File: src/rtl/aging_vec_pkg.sv
// Shared types, constants and helper functions for the aging vector player.
// Holds the FSM state encoding plus the response fold and MISR step functions.
package aging_vec_pkg;

  typedef enum logic [2:0] {
    ST_IDLE    = 3'd0,
    ST_APPLY   = 3'd1,
    ST_WAIT    = 3'd2,
    ST_CAPTURE = 3'd3,
    ST_DONE    = 3'd4
  } state_e;

  localparam int          SIG_W     = 32;
  localparam logic [31:0] MISR_POLY = 32'h04C11DB7;
  localparam logic [31:0] MISR_SEED = 32'hFFFFFFFF;
  // Widest response the fold accepts; callers zero-extend into this width.
  localparam int          FOLD_MAX  = 4096;

  // XOR of the low `width` bits taken as zero-padded 32-bit chunks.
  function automatic logic [SIG_W-1:0] fold(input logic [FOLD_MAX-1:0] data,
                                            input int width);
    logic [FOLD_MAX-1:0] rest;
    logic [SIG_W-1:0]    acc;
    rest = data;
    acc  = '0;
    for (int c = 0; c < FOLD_MAX / SIG_W; c++) begin
      if (c * SIG_W < width) begin
        acc = acc ^ rest[SIG_W-1:0];
      end else begin
        acc = acc;
      end
      rest = rest >> SIG_W;
    end
    return acc;
  endfunction

  function automatic logic [SIG_W-1:0] misr_step(input logic [SIG_W-1:0] s,
                                                 input logic [SIG_W-1:0] f);
    return {s[SIG_W-2:0], 1'b0} ^ (s[SIG_W-1] ? MISR_POLY : 32'h0000_0000) ^ f;
  endfunction

endpackage

File: src/rtl/aging_vec_player_misr32.sv
// 32-bit multiple-input signature register compacting folded responses.
// clr reloads the seed and takes priority over en.
module misr32
  import aging_vec_pkg::*;
(
  input  logic             clk,
  input  logic             rst_n,
  input  logic             clr,
  input  logic             en,
  input  logic [SIG_W-1:0] data,
  output logic [SIG_W-1:0] sig
);

  logic [SIG_W-1:0] sig_q, sig_d;

  always_comb begin
    if (clr) begin
      sig_d = MISR_SEED;
    end else if (en) begin
      sig_d = misr_step(sig_q, data);
    end else begin
      sig_d = sig_q;
    end
  end

  always_ff @(posedge clk or negedge rst_n) begin
    if (!rst_n) begin
      sig_q <= MISR_SEED;
    end else begin
      sig_q <= sig_d;
    end
  end

  assign sig = sig_q;

endmodule

File: src/rtl/aging_vec_player.sv
// Replays a loaded vector table into a combinational benchmark with a fixed
// settle time and loop count, capturing each response into a MISR signature.
module aging_vec_player
  import aging_vec_pkg::*;
#(
  parameter int  IN_W   = 233,
  parameter int  OUT_W  = 140,
  parameter int  DEPTH  = 8,
  parameter int  SETTLE = 1,
  parameter int  LOOP_W = 16,
  localparam int AW     = (DEPTH > 1) ? $clog2(DEPTH) : 1
) (
  input  logic              clk,
  input  logic              rst_n,
  input  logic              load_we,
  input  logic [AW-1:0]     load_addr,
  input  logic [IN_W-1:0]   load_data,
  input  logic              start,
  input  logic              abort,
  input  logic [AW:0]       num_vec,
  input  logic [LOOP_W-1:0] loops,
  output logic [IN_W-1:0]   dut_in,
  input  logic [OUT_W-1:0]  dut_out,
  output logic              busy,
  output logic              done,
  output logic              cap_valid,
  output logic [OUT_W-1:0]  cap_data,
  output logic [AW-1:0]     vec_idx,
  output logic [31:0]       cap_count,
  output logic [31:0]       signature
);

  localparam logic [7:0] SETTLE_C = 8'(SETTLE);
  localparam logic [AW:0] DEPTH_C = (AW+1)'(DEPTH);

  state_e            state_q, state_d;
  logic [IN_W-1:0]   tbl_q [DEPTH];
  logic [AW-1:0]     ptr_q, ptr_d;
  logic [AW-1:0]     vec_idx_q, vec_idx_d;
  logic [AW:0]       num_vec_q, num_vec_d;
  logic [LOOP_W-1:0] loops_q, loops_d;
  logic [7:0]        cnt_q, cnt_d;
  logic [IN_W-1:0]   dut_in_q, dut_in_d;
  logic [OUT_W-1:0]  cap_data_q, cap_data_d;
  logic [31:0]       cap_count_q, cap_count_d;
  logic              busy_q, busy_d;
  logic              done_q, done_d;
  logic              cap_valid_q, cap_valid_d;
  logic              tbl_we_s, start_ok_s, last_vec_s;
  logic              sig_clr_s, sig_en_s;
  logic [SIG_W-1:0]  fold_s;

  assign tbl_we_s   = load_we && (state_q == ST_IDLE);
  assign start_ok_s = start && !abort && (num_vec != '0) && (num_vec <= DEPTH_C);
  assign last_vec_s = ((AW+1)'(ptr_q) + (AW+1)'(1)) >= num_vec_q;
  assign fold_s     = fold(FOLD_MAX'(dut_out), OUT_W);

  // The table has no reset so its contents survive rst_n.
  always_ff @(posedge clk) begin
    if (tbl_we_s) begin
      tbl_q[load_addr] <= load_data;
    end
  end

  always_comb begin
    state_d     = state_q;
    ptr_d       = ptr_q;
    vec_idx_d   = vec_idx_q;
    num_vec_d   = num_vec_q;
    loops_d     = loops_q;
    cnt_d       = cnt_q;
    dut_in_d    = dut_in_q;
    cap_data_d  = cap_data_q;
    cap_count_d = cap_count_q;
    busy_d      = 1'b0;
    done_d      = 1'b0;
    cap_valid_d = 1'b0;
    sig_clr_s   = 1'b0;
    sig_en_s    = 1'b0;
    if (abort && (state_q != ST_IDLE)) begin
      state_d = ST_IDLE;
    end else begin
      case (state_q)
        ST_IDLE: begin
          if (start_ok_s) begin
            state_d     = ST_APPLY;
            ptr_d       = '0;
            vec_idx_d   = '0;
            cap_count_d = 32'd0;
            sig_clr_s   = 1'b1;
            num_vec_d   = num_vec;
            loops_d     = (loops == '0) ? LOOP_W'(1) : loops;
          end else begin
            state_d = ST_IDLE;
          end
        end
        ST_APPLY: begin
          busy_d    = 1'b1;
          dut_in_d  = tbl_q[ptr_q];
          vec_idx_d = ptr_q;
          cnt_d     = SETTLE_C;
          state_d   = (SETTLE_C == 8'd1) ? ST_CAPTURE : ST_WAIT;
        end
        ST_WAIT: begin
          busy_d = 1'b1;
          cnt_d  = cnt_q - 8'd1;
          // Leaving at 2 means the counter shows 1 as CAPTURE is entered.
          if (cnt_q <= 8'd2) begin
            state_d = ST_CAPTURE;
          end else begin
            state_d = ST_WAIT;
          end
        end
        ST_CAPTURE: begin
          busy_d      = 1'b1;
          cap_valid_d = 1'b1;
          cap_data_d  = dut_out;
          cap_count_d = cap_count_q + 32'd1;
          sig_en_s    = 1'b1;
          if (last_vec_s) begin
            ptr_d = '0;
            if (loops_q > LOOP_W'(1)) begin
              loops_d = loops_q - LOOP_W'(1);
              state_d = ST_APPLY;
            end else begin
              state_d = ST_DONE;
            end
          end else begin
            ptr_d   = ptr_q + AW'(1);
            state_d = ST_APPLY;
          end
        end
        ST_DONE: begin
          done_d  = 1'b1;
          state_d = ST_IDLE;
        end
        default: begin
          state_d = ST_IDLE;
        end
      endcase
    end
  end

  always_ff @(posedge clk or negedge rst_n) begin
    if (!rst_n) begin
      state_q     <= ST_IDLE;
      ptr_q       <= '0;
      vec_idx_q   <= '0;
      num_vec_q   <= '0;
      loops_q     <= '0;
      cnt_q       <= 8'd0;
      dut_in_q    <= '0;
      cap_data_q  <= '0;
      cap_count_q <= 32'd0;
      busy_q      <= 1'b0;
      done_q      <= 1'b0;
      cap_valid_q <= 1'b0;
    end else begin
      state_q     <= state_d;
      ptr_q       <= ptr_d;
      vec_idx_q   <= vec_idx_d;
      num_vec_q   <= num_vec_d;
      loops_q     <= loops_d;
      cnt_q       <= cnt_d;
      dut_in_q    <= dut_in_d;
      cap_data_q  <= cap_data_d;
      cap_count_q <= cap_count_d;
      busy_q      <= busy_d;
      done_q      <= done_d;
      cap_valid_q <= cap_valid_d;
    end
  end

  misr32 u_misr (
    .clk   (clk),
    .rst_n (rst_n),
    .clr   (sig_clr_s),
    .en    (sig_en_s),
    .data  (fold_s),
    .sig   (signature)
  );

  assign dut_in    = dut_in_q;
  assign busy      = busy_q;
  assign done      = done_q;
  assign cap_valid = cap_valid_q;
  assign cap_data  = cap_data_q;
  assign vec_idx   = vec_idx_q;
  assign cap_count = cap_count_q;

endmodule

File: config.mk
export PLATFORM = sky130hd
export DESIGN_NAME = aging_vec_player
export DESIGN_NICKNAME = d
export VERILOG_FILES = /design/src/rtl/aging_vec_pkg.sv /design/src/rtl/aging_vec_player_misr32.sv /design/src/rtl/aging_vec_player.sv
export SDC_FILE = /design/constraint.sdc
export NUM_CORES = 2
export LEC_CHECK = 0
export BUFFER_PORTS_ARGS = -buffer_cell sky130_fd_sc_hd__buf_2
export CAP_MARGIN = 20
export CORE_MARGIN = 2
export CORE_UTILIZATION = 45
export CTS_CLUSTER_DIAMETER = 120
export DETAILED_ROUTE_END_ITERATION = 10
export SLEW_MARGIN = 20
export SYNTH_ARGS = -nofsm -noshare
export SYNTH_HDL_FRONTEND = slang
export SYNTH_SLANG_ARGS = --single-unit
File: constraint.sdc
create_clock -name clk -period 33.1 [get_ports clk]
set_input_delay 3.31 -clock clk [delete_from_list [all_inputs] [get_ports clk]]
set_output_delay 3.31 -clock clk [all_outputs]
set_load 0.02 [all_outputs]
# == Yosys cells after proc, flatten, opt, wreduce, memory -nomap -nowiden ==
# Memory sizes are Yosys's and may differ from the RTL's. A register that Yosys moved wholly into a read port is not among the register bits.
# Cells that the tools add are included.
# Widths: inputs -> output; s select.
# op_classes
addsub,5
order_cmp,4
eq_ne,7
muxes,32
bitwise,7
n_reduce_logical,23
# ops
op,n
$xor 32x32->32,5
$mux 32,3
$mux 16,4
$pmux 32 s2,1
$add 32x1->32 const B,1
$pmux 16 s2,1
$xor 32x12->32,1
$mux 27,1
$gt 16x1->1 const B,1
$logic_not 16->1,1
$pmux 8 s2,1
$sub 16x1->16 const B,1
$mux 3,5
$mux 1,13
$pmux 3 s2,2
$pmux 3 s4,1
$reduce_and 3->1,3
$le 8x2->1 const B,1
$reduce_bool 2->1,4
$sub 8x1->8 const B,1
$eq 3x2->1 const B,2
$ne 2x2->1 const B,3
$reduce_and 2->1,3
$logic_and 1x1->1,5
other kinds (13),14
# totals
regBits,244
ram_bits,1864
input_bits,401
out_inout_bits,443
wordCells,91
mem_count,1
# mem_list
name,words,word_bits,rd,rd_ports_with_merged_regs,wr,line,text
tbl_q,8,233,1,1,1,aging_vec_player.sv:37,logic [IN_W-1:0] tbl_q [DEPTH];

# == Depth between registers and ports, before layout ==
# depth
ltp_word,8
mapped_depth,12
mapped_depth_nobuf,9

# == Modules after synthesis ==
# A second synthesis with hierarchy kept.
# unflattened
hier_cells,4738
area_unflattened_um2,89741.1
# modules_own_cells
mod,instances,cells_per_inst,area_per_inst_um2
aging_vec_player,1,4599,87863.0
misr32,1,139,1878.1

# == Worst setup path before layout ==
# Ideal clock, no wire load.
# synth_path
path_kind,input to register
startpoint,input port load_addr[2]
endpoint,"memory tbl_q[0][0], enable pin"
t_arrival_ns,19.313
path_slack_ns,12.672
stages,1
n_path_buf,0
cell_sequence,nor3_1
# synth_lines
element,line,text
"start, declared",aging_vec_player.sv:16,"input logic [AW-1:0] load_addr,"
"end, declared",aging_vec_player.sv:37,
# No word-level cell before the write port.

# == Final worst setup path ==
# layout_path
startpoint,input port load_addr[0]
endpoint,"memory tbl_q[0][192], enable pin"
# No word-level cell before the write port.

==> impl_results.rst <==
.. list-table::
   :header-rows: 1

   * - Metric
     - Value
   * - Routed Antenna Nets
     - 0
   * - Vias in the first global route
     - 47,900
   * - Average wire per standard cell
     - around 26 um
   * - Run status
     - finished, final reports clean
   * - Cell at the root of the clock tree
     - clkbuf_16
   * - Crit Path Category
     - input port to flip-flop
   * - Max Cap Viol
     - 0
   * - Count of routing violations after the opening detailed-route iteration
     - 3,547
   * - Hold Fails Final Rpt
     - 0
   * - Critical Path Start Type
     - input port
   * - Total placed cells including tap cells
     - 8,062
   * - Net Sw Frac
     - 0.288
   * - Number of buffers inserted by hold repair at cts
     - 0
   * - Count of buffers from port buffering
     - 843
   * - Cell types with the largest area share after synthesis
     - edfxtp_1, dfrtp_1, mux4_2
   * - Proportion of register bits with asynchronous set or reset after synthesis
     - 0.204
   * - Worst-Skew Late Latency
     - ~0.9 ns
   * - Net Switching
     - 0.00229 W
   * - Clock period minus final worst setup slack
     - between 6 and 7 ns
   * - Clock tree from TritonCTS
     - built
   * - Row count
     - 163
   * - Initial antenna violation count
     - 108
   * - Post-DP Area
     - between 90,000 and 100,000 um^2
   * - H-tree Lvls
     - 4
   * - Combinational Power Share
     - 0.190
   * - Synth area leader
     - edfxtp_1
   * - Sequential fraction of design power
     - 0.469
   * - Sequential cell area fraction in the yosys report
     - 0.761
   * - Worst setup skew after layout
     - between 0.06 and 0.07 ns
   * - Total global-route track usage
     - 0.222
   * - Count of state elements after synthesis
     - 2,341
   * - Overflow left after global routing
     - 0
   * - Starting utilization of the core area
     - 0.452
   * - Share of layout cells above drive strength 1
     - 0.309
   * - Power Internal
     - 0.00568 W
   * - Setup Total Neg Slack
     - 0 ns
   * - Leakage power
     - 36.5 nW
   * - Wire length of the first global-routing pass
     - about 330,000 um
   * - Total of warnings raised by yosys
     - 0
   * - Total clock buffers created by CTS
     - ~240
   * - Post-synth EDFFs
     - between 1,500 and 2,000
   * - Final total power
     - 0.00797 W
   * - DRT Wirelength
     - 225,000 um
   * - Core Area
     - 197,000 um^2
   * - Number of cells produced by synthesis
     - 4,747
   * - Arrival @ worst endpoint
     - 7.14 ns
   * - Area added between synthesis and finish
     - 17.4%
   * - Remaining design rule violation count
     - 0
   * - Startpoint of the tightest hold check path
     - cap_data[42]$_DFFE_PN0P_
   * - Portion of synthesized cell area occupied by the leading cell type
     - 0.627
   * - CTS Buffer Depth
     - 3
   * - Number of unique standard cell types used by synthesis
     - 61
   * - Data required time at the worst endpoint
     - 33.60 ns
   * - Final HPWL from detailed placement
     - 137,000 um
   * - Share of the clock period used by the worst path
     - 0.200
   * - Netlist area before placement
     - between 80,000 and 90,000 um^2
   * - Number of top-level pins
     - between 800 and 900
   * - Most frequently used flop master after synthesis
     - edfxtp_1
   * - Setup repair bufs after CTS
     - 0
   * - P per Cell Area
     - 76.1 nW/um^2
   * - Type of element capturing the critical path
     - flip-flop
   * - Critical Path Start
     - load_addr[0]
   * - Max-slew violation total from the final report
     - 0
   * - Hold WC Path Type
     - flip-flop to flip-flop
   * - Number of setup violations in the final report
     - 0
   * - Via-to-Cell Ratio
     - 5.43
   * - FMAX
     - 151 MHz
   * - Post-synthesis average cell area
     - ~19 um^2
   * - Die outline height
     - 449 um
   * - Die area
     - 202,000 um^2
   * - Largest driver fanout on the critical path
     - 48
   * - Power share of the clock group
     - 0.341
   * - RePlAce Congestion
     - 0.937
   * - First drt pass iteration count
     - 5
   * - Clock transition at the registers of the reported paths
     - 0.06 ns
   * - Die X
     - about 450 um
   * - Worst vdd ir
     - roughly 0.000061 V
   * - Maximum number of pins on one net before global-route repair
     - around 130
   * - Post_cts resized
     - 0
   * - Measured slew at the worst slew-check pin
     - between 1 and 1.5 ns
   * - Sinks on Clock Net
     - 2,341
   * - DR vias
     - between 40,000 and 50,000
   * - Unrepaired setup endpoints after global routing
     - no
   * - Net total in the final layout
     - 6,073
   * - Worst slew margin relative to its limit
     - 0.247
   * - R2R Path Start
     - ptr_q[0]$_DFFE_PN0P_
   * - Final cell count without fillers
     - 8,533
   * - Synth Net Count
     - 5,158
   * - Post-route cell area
     - 105,000 um^2
==> per-layer routing <==
metal / routed length (um) / GRT usage / vias to the layer above / share of wire
met5: 287 / 0 / - / 0.0013
met4: 7510 / 0.0717 / 46 / 0.033
met3: 12000 / 0.0440 / 463 / 0.053
met2: 117000 / 0.389 / 1389 / 0.52
met1: 88800 / 0.276 / 24100 / 0.39
li1: - / - / 20300 / -
==> layout by cell type, fill, tap and decap left out, types with 40 or more instances in the layout <==
master	netlist	layout
edfxtp_1	1864	1864
buf_2	36	842
nand2_1	492	492
mux4_2	466	466
dfrtp_1	445	442
nor2_1	299	292
a21oi_1	251	251
clkbuf_16	0	241
mux2i_1	233	233
xnor2_1	140	140
buf_4	1	71
clkbuf_1	163	61
xor2_1	45	45
clkinv_2	0	40
==> worst max-delay path, stage by stage <==
cell and delay [ns]:
buf_2 0.10, nand3b_1 0.44, nor3_2 0.27, buf_4 0.71
buf_4 0.82, buf_4 0.69, buf_4 0.59
==> synth_stat cells, drive strengths merged, types with 7 or more instances <==
library cell / count
o21ai: 19
a31oi: 7
xor2: 45
nor2: 299
inv: 13
xnor2: 140
buf: 85
edfxtp: 1864
nand2: 493
mux4: 466
or4: 7
dfstp: 32
clkbuf: 163
or3: 9
mux2i: 233
nor3: 20
dfrtp: 445
nor4: 8
o211ai: 32
nand3: 21
nand4: 13
a21oi: 251
ha: 10
==> metrics by stage <==
step	utilization	hold WS, ns	worst slack (ns)
4_1_cts	0.531	0.472	26.45
3_3_place_gp	0.490	0.453	25.53
2_1_floorplan	-	0.450	12.67
6_report	0.531	0.466	26.47
3_5_place_dp	0.490	0.456	25.53
5_1_grt	0.531	0.481	26.27
==> flip-flops by register name, indices dropped and copies added, names as in the netlist <==
register    flops
cap_count      32
busy            1
cap_data      140
u_misr.sig     32
vec_idx         3
ptr_q           3
dut_in        233
loops_q        16
cnt_q           8
state_q         3
tbl_q        1864
num_vec_q       4
done            1
cap_valid       1
==> cell type report <==
| type | count | area (um^2) |
|---|---|---|
| clock inverters | 114 | 1290 |
| multi-input cells | 2144 | 20300 |
| clock buffers | 338 | 6760 |
| repair buffers | 925 | 4990 |
| flip-flops and latches | 2341 | 68000 |
| diodes | 17 | 42.5 |
| inverters | 14 | 57.6 |
| well taps | 2640 | 3300 |
| fillers | 15900 | 92500 |
==> worst paths after layout <==
| kind | endpoint | slack, ns | depth (start not counted) |
|---|---|---|---|
| hold / removal | cap_data[42]$_DFFE_PN0P_ | 0.47 | 2 |
| setup reg to reg | dut_in[164]$_DFFE_PN0P_ | 27.66 | 8 |
| hold reg to reg | cap_data[42]$_DFFE_PN0P_ | 0.47 | 2 |
| max in group asynchronous | dut_in[225]$_DFFE_PN0P_ | 28.21 | 3 |
| setup / recovery | tbl_q[0][192]$_DFFE_PP_ | 26.47 | 7 |
| min in group asynchronous | cap_data[59]$_DFFE_PN0P_ | 2.50 | 1 |
==> power by group through the flow <==
stage / Sequential, W / Combinational (W) / Clock [W]
final: 0.00374 / 0.00151 / 0.00272
after global routing: 0.00377 / 0.00164 / 0.00289
after CTS: 0.00375 / 0.00154 / 0.00278
after detailed placement: 0.00381 / 0.00153 / 0
after global placement: 0.00380 / 0.00152 / 0
after floorplan: 0.00407 / 0.000668 / 0
==> kinds of logic after synthesis <==
family,after synthesis,share of synthesized area
fa+ha+maj,10,0.00140
mux,700,0.144
flops,2341,0.761
buf+inv,262,0.0117
compound gates,351,0.0223
simple gates,898,0.0411
xor+xnor,185,0.0182
No activity file was read; power rests on OpenSTA's default activity.
